===== src/rtl/pipeline_ctrl.sv =====
// ============================================================================
// Module  : pipeline_ctrl
// Purpose : 5-stage pipeline sequencing and hazard controller (stalls, flushes,
//           halt drain) with a saturating stall-cycle counter.
// Revision: 1.0 - initial release
// ============================================================================
`default_nettype none

module pipeline_ctrl #(
   parameter int CNT_W = 16,
   parameter int REG_W = 5
) (
   input  logic             CLK,
   input  logic             nRST,
   input  logic             ihit,
   input  logic             dhit,
   input  logic             mem_req,
   input  logic             ex_taken,
   input  logic             idex_dREN,
   input  logic [REG_W-1:0] idex_rd,
   input  logic [REG_W-1:0] id_rs,
   input  logic [REG_W-1:0] id_rt,
   input  logic             id_uses_rt,
   input  logic             id_halt,
   input  logic             wb_halt,
   output logic             pc_en,
   output logic             ifid_en,
   output logic             ifid_flush,
   output logic             idex_en,
   output logic             idex_flush,
   output logic             exmem_en,
   output logic             exmem_flush,
   output logic             memwb_en,
   output logic             memwb_flush,
   output logic             halt,
   output logic [CNT_W-1:0] stall_cnt
);

   typedef enum logic [1:0] {
      RUN    = 2'd0,
      DWAIT  = 2'd1,
      DRAIN  = 2'd2,
      HALTED = 2'd3
   } state_t;

   localparam logic [CNT_W-1:0] CNT_ONE = {{(CNT_W-1){1'b0}}, 1'b1};

   state_t state;
   logic   drain_pend;

   logic   dstall;
   logic   load_use;
   logic   hz_stall;
   logic   in_drain;
   logic   drain_go;

   // While parked in DWAIT the outstanding access is the one being waited on,
   // so only dhit matters there.
   assign dstall   = (state == DWAIT) ? !dhit : (mem_req & !dhit);
   assign load_use = idex_dREN && (idex_rd != '0) &&
                     ((idex_rd == id_rs) || (id_uses_rt && (idex_rd == id_rt)));
   assign in_drain = (state == DRAIN) || ((state == DWAIT) && drain_pend);
   // Hazard-caused PC freezes only; the drain-forced freeze is not counted.
   assign hz_stall = dstall || (!ex_taken && (load_use || !ihit));
   assign drain_go = id_halt && !dstall && !ex_taken && !load_use && ihit;

   always_comb begin
      pc_en       = 1'b1;
      ifid_en     = 1'b1;
      ifid_flush  = 1'b0;
      idex_en     = 1'b1;
      idex_flush  = 1'b0;
      exmem_en    = 1'b1;
      exmem_flush = 1'b0;
      memwb_en    = 1'b1;
      memwb_flush = 1'b0;
      if (state == HALTED) begin
         pc_en    = 1'b0;
         ifid_en  = 1'b0;
         idex_en  = 1'b0;
         exmem_en = 1'b0;
         memwb_en = 1'b0;
      end else begin
         if (dstall) begin
            pc_en       = 1'b0;
            ifid_en     = 1'b0;
            idex_en     = 1'b0;
            exmem_en    = 1'b0;
            memwb_flush = 1'b1;
         end else if (ex_taken) begin
            ifid_flush = 1'b1;
            idex_flush = 1'b1;
         end else if (load_use) begin
            pc_en      = 1'b0;
            ifid_en    = 1'b0;
            idex_flush = 1'b1;
         end else if (!ihit) begin
            pc_en      = 1'b0;
            ifid_flush = 1'b1;
         end
         // A taken branch during drain means HALT was wrong-path: the PC must
         // still load the target because the machine resumes fetching.
         if (in_drain && !dstall) begin
            pc_en      = ex_taken;
            ifid_flush = 1'b1;
         end
      end
   end

   always_ff @(posedge CLK) begin
      if (!nRST) begin
         state      <= RUN;
         drain_pend <= 1'b0;
         halt       <= 1'b0;
         stall_cnt  <= '0;
      end else begin
         if ((state != HALTED) && hz_stall && (stall_cnt != '1))
            stall_cnt <= stall_cnt + CNT_ONE;
         case (state)
            HALTED: begin
               state <= HALTED;
               halt  <= 1'b1;
            end
            default: begin
               if (wb_halt) begin
                  state <= HALTED;
                  halt  <= 1'b1;
               end else if (dstall) begin
                  state      <= DWAIT;
                  drain_pend <= in_drain;
               end else if (in_drain) begin
                  state      <= ex_taken ? RUN : DRAIN;
                  drain_pend <= 1'b0;
               end else begin
                  state      <= drain_go ? DRAIN : RUN;
                  drain_pend <= 1'b0;
               end
            end
         endcase
      end
   end

endmodule

`default_nettype wire


===== config.mk =====
export PLATFORM = sky130hd
export DESIGN_NAME = pipeline_ctrl
export DESIGN_NICKNAME = d
export VERILOG_FILES = /design/src/rtl/pipeline_ctrl.sv
export SDC_FILE = /design/constraint.sdc
export NUM_CORES = 1
export LEC_CHECK = 0
export BUFFER_PORTS_ARGS = -buffer_cell sky130_fd_sc_hd__clkbuf_2
export CORE_MARGIN = 1
export CORE_UTILIZATION = 47
export CTS_BUF_LIST = sky130_fd_sc_hd__clkbuf_4 sky130_fd_sc_hd__clkbuf_8 sky130_fd_sc_hd__clkbuf_16
export DETAILED_ROUTE_END_ITERATION = 8
export PLACE_DENSITY_LB_ADDON = 0.08
export SYNTH_ARGS = -nofsm -noshare
export SYNTH_HDL_FRONTEND = slang
export SYNTH_SLANG_ARGS = --single-unit

===== constraint.sdc =====
create_clock -name CLK -period 2.45 [get_ports CLK]
set_clock_uncertainty 0.15 [all_clocks]
set_input_delay 0 -clock CLK [delete_from_list [all_inputs] [get_ports CLK]]
set_output_delay 0 -clock CLK [all_outputs]
set_load 0.05 [all_outputs]

==> run metrics, run 1 <==
Storage cell area=405.4 um^2; clock buffer count from CTS=3; Total GRT Usage=0.2118; global route overflow=0; Starting Density=0.5000; Post-synth ARST share=0; Yosys reg bits=20; Clock Sinks=20; Setup crit end kind=flop; first-pass GRT wire length=4588 um; worst path required time=2.54 ns; Max-Cap Viols=0; final net count=241; Max clock buf depth=2; core area=2500 um^2; Post-Syn Area per Cell=7.861 um^2; largest net degree at the start of global routing=14; RSZ-0062 raised after global routing=no; worst setup margin=0.2410 ns; Mapped Nets=185; Clock Pin Slew Worst Setup and Hold Paths=0.12 ns; pwr/cell area=505.8 nW/um^2; commonest cells after routing, fill and taps aside=clkbuf_2, nor2_1, dfxtp_1, nand2_1, a21oi_1; status=completed; antenna-violating nets left=0; post-route setup TNS=0 ns; startpoint types=flop; port bufs=49; Max FO, Critical Path=6; CP max stage delay=0.46 ns; WL/cell=12.15 um; vias in the first global route=1072; Final Hold Fails=0; worst hold path class=in2reg; initial antenna violation count=0; vias=1300; EDFF count, synth=0; postcts setup bufs=0; fin crit share=0.9016; CTS tree=built; Clock Root Buffer=clkbuf_4; Die Wd=53.57 um; Layout Area Growth over Synthesis=30.33%; synthesized cell area=1250 um^2; most common cell after layout, fill and taps aside=clkbuf_2; synthesized instance count=159; Vias/cell=5.328; initial DRC count=19; main flop type after synthesis=dfxtp_1; Rows=18; Post-DP HPWL=2315 um; post-placement cell count=235; final setup fails=0; fin cells=244; die height=53.57 um; drt drc=0; post-layout min period=2.209 ns; worst ir drop on vdd=0.0004310 V; Slowest-stage cell, CP=o41ai_1; layout cell share with drive strength beyond 1=0.3178; Skew-Pair Late Insertion Delay=0.30 ns; post-synth cell types=39; Ant. Diodes=0; CP Cell Sequence=ha_1 -> nand3_1 -> o41ai_1 -> o21bai_1 -> buf_4 -> and2_4 -> or3_1 -> mux2i_1; FMAX=452.7 MHz; filler cell count in the final layout=223; final wirelength=2965 um; Die ar.=2870 um^2; Placer Congestion=0.8657; Pleak=0.7305 nW; synth warn=0; Detailed Routing Iterations Pass 1=4; Place WS=0.1198 ns; critical path arrival=2.30 ns; CTS H-tree lvls=1; Final Slew Violations=0; Multi-input gate area=789.5 um^2; WS Path Type=reg2reg; Top Ports=51; register area share after synthesis=0.3203
repair_timing:
action                                  4_1_cts  5_1_grt
resized for setup                             0        1
endpoints found under the hold margin        10        0
hold buffers                                  5        0
endpoints found under the setup margin        0        1
worst max-delay path: cells and delay by family, from the launching register on:
family | cells | cell delay, ns
AO/OA/AOI/OAI | 2 | 0.66
AND/OR/NAND/NOR | 3 | 0.42
adder cells (fa/ha/maj) | 1 | 0.18
multiplexers | 1 | 0.18
flip-flops | 1 | 0.39
buffers and inverters | 1 | 0.19
worst paths after layout:
kind / startpoint / end / slack (ns) / cells past startpoint
min: dhit / state[0] / 0.05 / 4
max reg2reg: stall_cnt[0] / stall_cnt[6] / 0.24 / 8
max: stall_cnt[0] / stall_cnt[6] / 0.24 / 8
min reg2reg: stall_cnt[1] / stall_cnt[1] / 0.35 / 2
metal layers:
| metal | share of wire | track usage | routed length [um] | vias up |
|---|---|---|---|---|
| met4 | 0 | 0.01754 | 0 | 0 |
| met5 | 0 | 0 | 0 | - |
| met1 | 0.48 | 0.2906 | 1410 | 603 |
| met2 | 0.49 | 0.3583 | 1459 | 26 |
| li1 | - | - | - | 671 |
| met3 | 0.032 | 0.03672 | 95 | 0 |
cells by family after synthesis:
logic type,synth area share
fa+ha+maj,0.01001
buf+inv,0.05105
other cells,0.003000
mux,0.04004
xor+xnor,0.1051
flops,0.3203
compound gates,0.1672
simple gates,0.3033
cells in the mapped netlist (all sizes together) (2+ instances only):
| cell type | n | area, um^2 |
|---|---|---|
| a21oi | 13 | 65.06 |
| a31oi | 2 | 12.51 |
| and2 | 3 | 21.27 |
| and3 | 3 | 18.77 |
| buf | 3 | 26.27 |
| clkbuf | 3 | 11.26 |
| dfxtp | 20 | 400.4 |
| inv | 7 | 26.28 |
| mux2i | 5 | 50.05 |
| nand2 | 15 | 56.30 |
| nand2b | 5 | 31.28 |
| nand3 | 8 | 40.04 |
| nand4 | 6 | 37.54 |
| nor2 | 20 | 75.07 |
| nor3 | 6 | 30.03 |
| o21ai | 3 | 15.01 |
| o41ai | 2 | 17.52 |
| or3 | 3 | 18.77 |
| or4 | 2 | 16.27 |
| xnor2 | 6 | 52.55 |
| xor2 | 9 | 78.83 |
flip-flops by register name (all words and copies together) (netlist names):
register / flops
drain_pend: 1
halt: 1
stall_cnt: 16
state: 2
report_power, final:
group	total (mW)	switching, mW	leakage [nW]	internal, mW
registers	0.347	0.0105	0.164	0.336
logic	0.209	0.143	0.538	0.0663
clock network	0.268	0.103	0.0279	0.165
stage by stage:
| step | instance area, um^2 | util | hold WS [ns] | power (mW) |
|---|---|---|---|---|
| finish | 1629 | 0.6517 | 0.04807 | 0.8240 |
| global route | 1629 | 0.6517 | 0.07972 | 0.8660 |
| CTS | 1625 | 0.6502 | 0.03320 | 0.8307 |
| detailed placement | 1523 | 0.6091 | 0.1223 | 0.5571 |
| global placement | 1523 | 0.6091 | 0.1087 | 0.5530 |
| floorplan | 1255 | - | -0.02545 | 0.4981 |
cell type report:
class                   instances  share of cell area
clock inverters                 1             0.01843
multi-input cells             126              0.4846
well taps                      30             0.02304
clock buffers                   3             0.01382
flip-flops and latches         20              0.2488
repair buffers                 57              0.1951
inverters                       7             0.01613
(Power assumes the default switching activity.)
==> run 2: changes to the inputs <==
Settings changed: CORE_UTILIZATION 47 to 45, CTS_BUF_LIST sky130_fd_sc_hd__clkbuf_4 sky130_fd_sc_hd__clkbuf_8 sky130_fd_sc_hd__clkbuf_16 to sky130_fd_sc_hd__clkbuf_2 sky130_fd_sc_hd__clkbuf_4 sky130_fd_sc_hd__clkbuf_8.
Clock period 2.45 ns to 2 ns, I/O delays scaled along.
==> run 2 against run 1 <==
  * Sequential cell count did not move
  * Worst hold slack gained 0.021 ns
  * Cell count grew 11%
  * First-iteration DRC count grew to 3.1 times the previous value
  * Wire length increased by 26%
  * Critical path type unchanged
  * Combinational power up 55%
  * Die area increased by 4.3%
  * The flow now finishes with violations (setup timing)
  * Sequential share of layout area decreased by 3.4 points
  * Largest cell class unchanged
  * Largest power group unchanged
  * Register-to-register slack got worse by 0.37 ns
  * Via count is 13% higher
  * Non-clock buffer count rose by 27
==> run metrics, run 2 (synthesis results as in run 1) <==
status=complete, but fails checks; failing checks=setup timing; Die ar.=2993 um^2 (+4.3%); post-layout min period=2.134 ns (-0.07527 ns); CTS H-tree lvls=1 (unchanged); initial antenna violation count=0 (unchanged); antenna-violating nets left=0 (unchanged); Pint=641.7 uW (+13%); post-route setup TNS=-0.7596 ns (-0.7596 ns); worst path required time=2.04 ns (-0.50 ns); die height=54.71 um (+2.1%); worst ir drop on vdd=0.0005350 V (+24%); Max-Cap Viols=0 (unchanged); Clock Sinks=20 (unchanged); Rel. slew slack=0.6333; fin crit share=1.067 (+0.1652); worst-margin pin slew=0.5501 ns; core area=2545 um^2 (+1.8%); clock buffer count from CTS=3 (unchanged); critical path arrival=2.17 ns (-0.13 ns); vias in the first global route=1305 (+22%); final setup fails=11 (+11); drt drc=0 (unchanged); layout cell share with drive strength beyond 1=0.4979 (+0.1802); Clock Pin Slew Worst Setup and Hold Paths=0.13 ns (about the same); Placer Congestion=0.7997 (-7.6%); most flop-heavy register=stall_cnt; Layout Area Growth over Synthesis=56.66%; FMAX=468.7 MHz (+3.5%); fin cells=271 (+11%); commonest cells after routing, fill and taps aside=clkbuf_2, buf_4, nor2_1, nand2_1; Min-Delay Path Depth=5 (+1); vias=1463 (+13%); final net count=268 (+11%); worst hold path class=in2reg; Pleak=0.8915 nW (+22%); Max clock buf depth=2 (unchanged); Final Slew Violations=0 (unchanged); Comb pwr share=0.325 (+0.071); max reg flops=16 (unchanged); Total GRT Usage=0.2583 (+0.04652); port bufs=49 (unchanged); Place WS=-0.2266 ns (-0.3464 ns); global route overflow=0 (unchanged); largest net degree at the start of global routing=14 (unchanged); final wirelength=3748 um (+26%); startpoint types=flop; Rows=18 (unchanged); Psw=354.2 uW (+38%); first-pass GRT wire length=5437 um (+19%); Setup crit end kind=flop; Reg2Reg Depth=8 (unchanged); Vias/cell=5.399 (+1.3%); Net Sw Frac=0.3557 (+0.04456); pwr/cell area=508.6 nW/um^2 (+0.55%); WS Path Type=reg2reg; Max FO, Critical Path=4 (-2); initial DRC count=59 (+40); Starting Density=0.4912 (-0.008850); WL/cell=13.83 um (+14%); Post-DP HPWL=2812 um (+21%); Ant. Diodes=0 (unchanged); Detailed Routing Iterations Pass 1=4 (unchanged); Top Registers=stall_cnt x16, state x2; worst setup margin=-0.1337 ns (-0.3747 ns); Die Wd=54.71 um (+2.1%); Top Ports=51 (unchanged); Clock Root Buffer=clkbuf_4; CTS tree=built; Skew-Pair Late Insertion Delay=0.31 ns (about the same); post-placement cell count=262 (+11%); power share of the clock group=0.252 (-0.073); RSZ-0062 raised after global routing=yes; Final Hold Fails=0 (unchanged); most common cell after layout, fill and taps aside=clkbuf_2; Flop pwr share=0.423 (+0.002)
[run 2: cell types whose count changed in the layout (fill, tap and decap cells not counted), sizes merged]
cell / delta
bufinv: -1
dlygate4sd3: -1
buf: +30
clkinvlp: +1
inv: -1
clkbuf: -1
[run 2: power by group through the flow]
stage	logic, mW	registers [mW]	clock network (mW)
floorplan	0.164	0.461	0
global placement	0.287	0.430	0
detailed placement	0.296	0.431	0
CTS	0.310	0.422	0.255
global route	0.346	0.424	0.264
finish	0.324	0.421	0.250
[run 2: worst paths after layout]
kind                startpoint  slack [ns]      endpoint
hold / removal         mem_req        0.07      state[1]
hold reg to reg           halt        0.36          halt
setup reg to reg  stall_cnt[1]       -0.13  stall_cnt[8]
setup / recovery  stall_cnt[1]       -0.13  stall_cnt[8]
[run 2: final cells by class]
class | instances | area [um^2]
multi-input combinational | 126 | 900.9
fill | 210 | 586.8
timing repair buffer | 84 | 531.8
sequential | 20 | 421.7
tap | 30 | 37.54
clock buffer | 4 | 36.28
inverter | 7 | 30.03
[run 2: through the flow]
step	total power, mW	hold slack, ns	cell area (um^2)	util
floorplan	0.6251	-0.04437	1334	-
global placement	0.7171	0.1015	1803	0.7085
detailed placement	0.7271	0.1104	1803	0.7085
CTS	0.9866	0.03901	1904	0.7483
global route	1.034	0.1114	1958	0.7694
finish	0.9959	0.06902	1958	0.7694
[run 2: metal layers]
layer / GRT usage / routed length [um] / vias up
met5: 0 / 0 / -
met4: 0.08974 / 22 / 0
li1: - / - / 725
met1: 0.3090 / 1605 / 686
met2: 0.4598 / 1940 / 48
met3: 0.03889 / 180 / 4
[run 2: worst max-delay path: stages (launching register included)]
cell and delay, ns:
dfxtp_4 0.37, ha_4 0.16, nand3_4 0.09, o41ai_2 0.09
or4_4 0.44, buf_4 0.19, a2111oi_4 0.30, xnor2_1 0.16
nor2_1 0.06
[run 2: what timing repair did]
item,in CTS,in global routing
pin swaps,1,2
resized for setup,6,12
hold buffers,4,0
buffers inserted,0,1
endpoints found under the hold margin,10,0
endpoints found under the setup margin,12,18
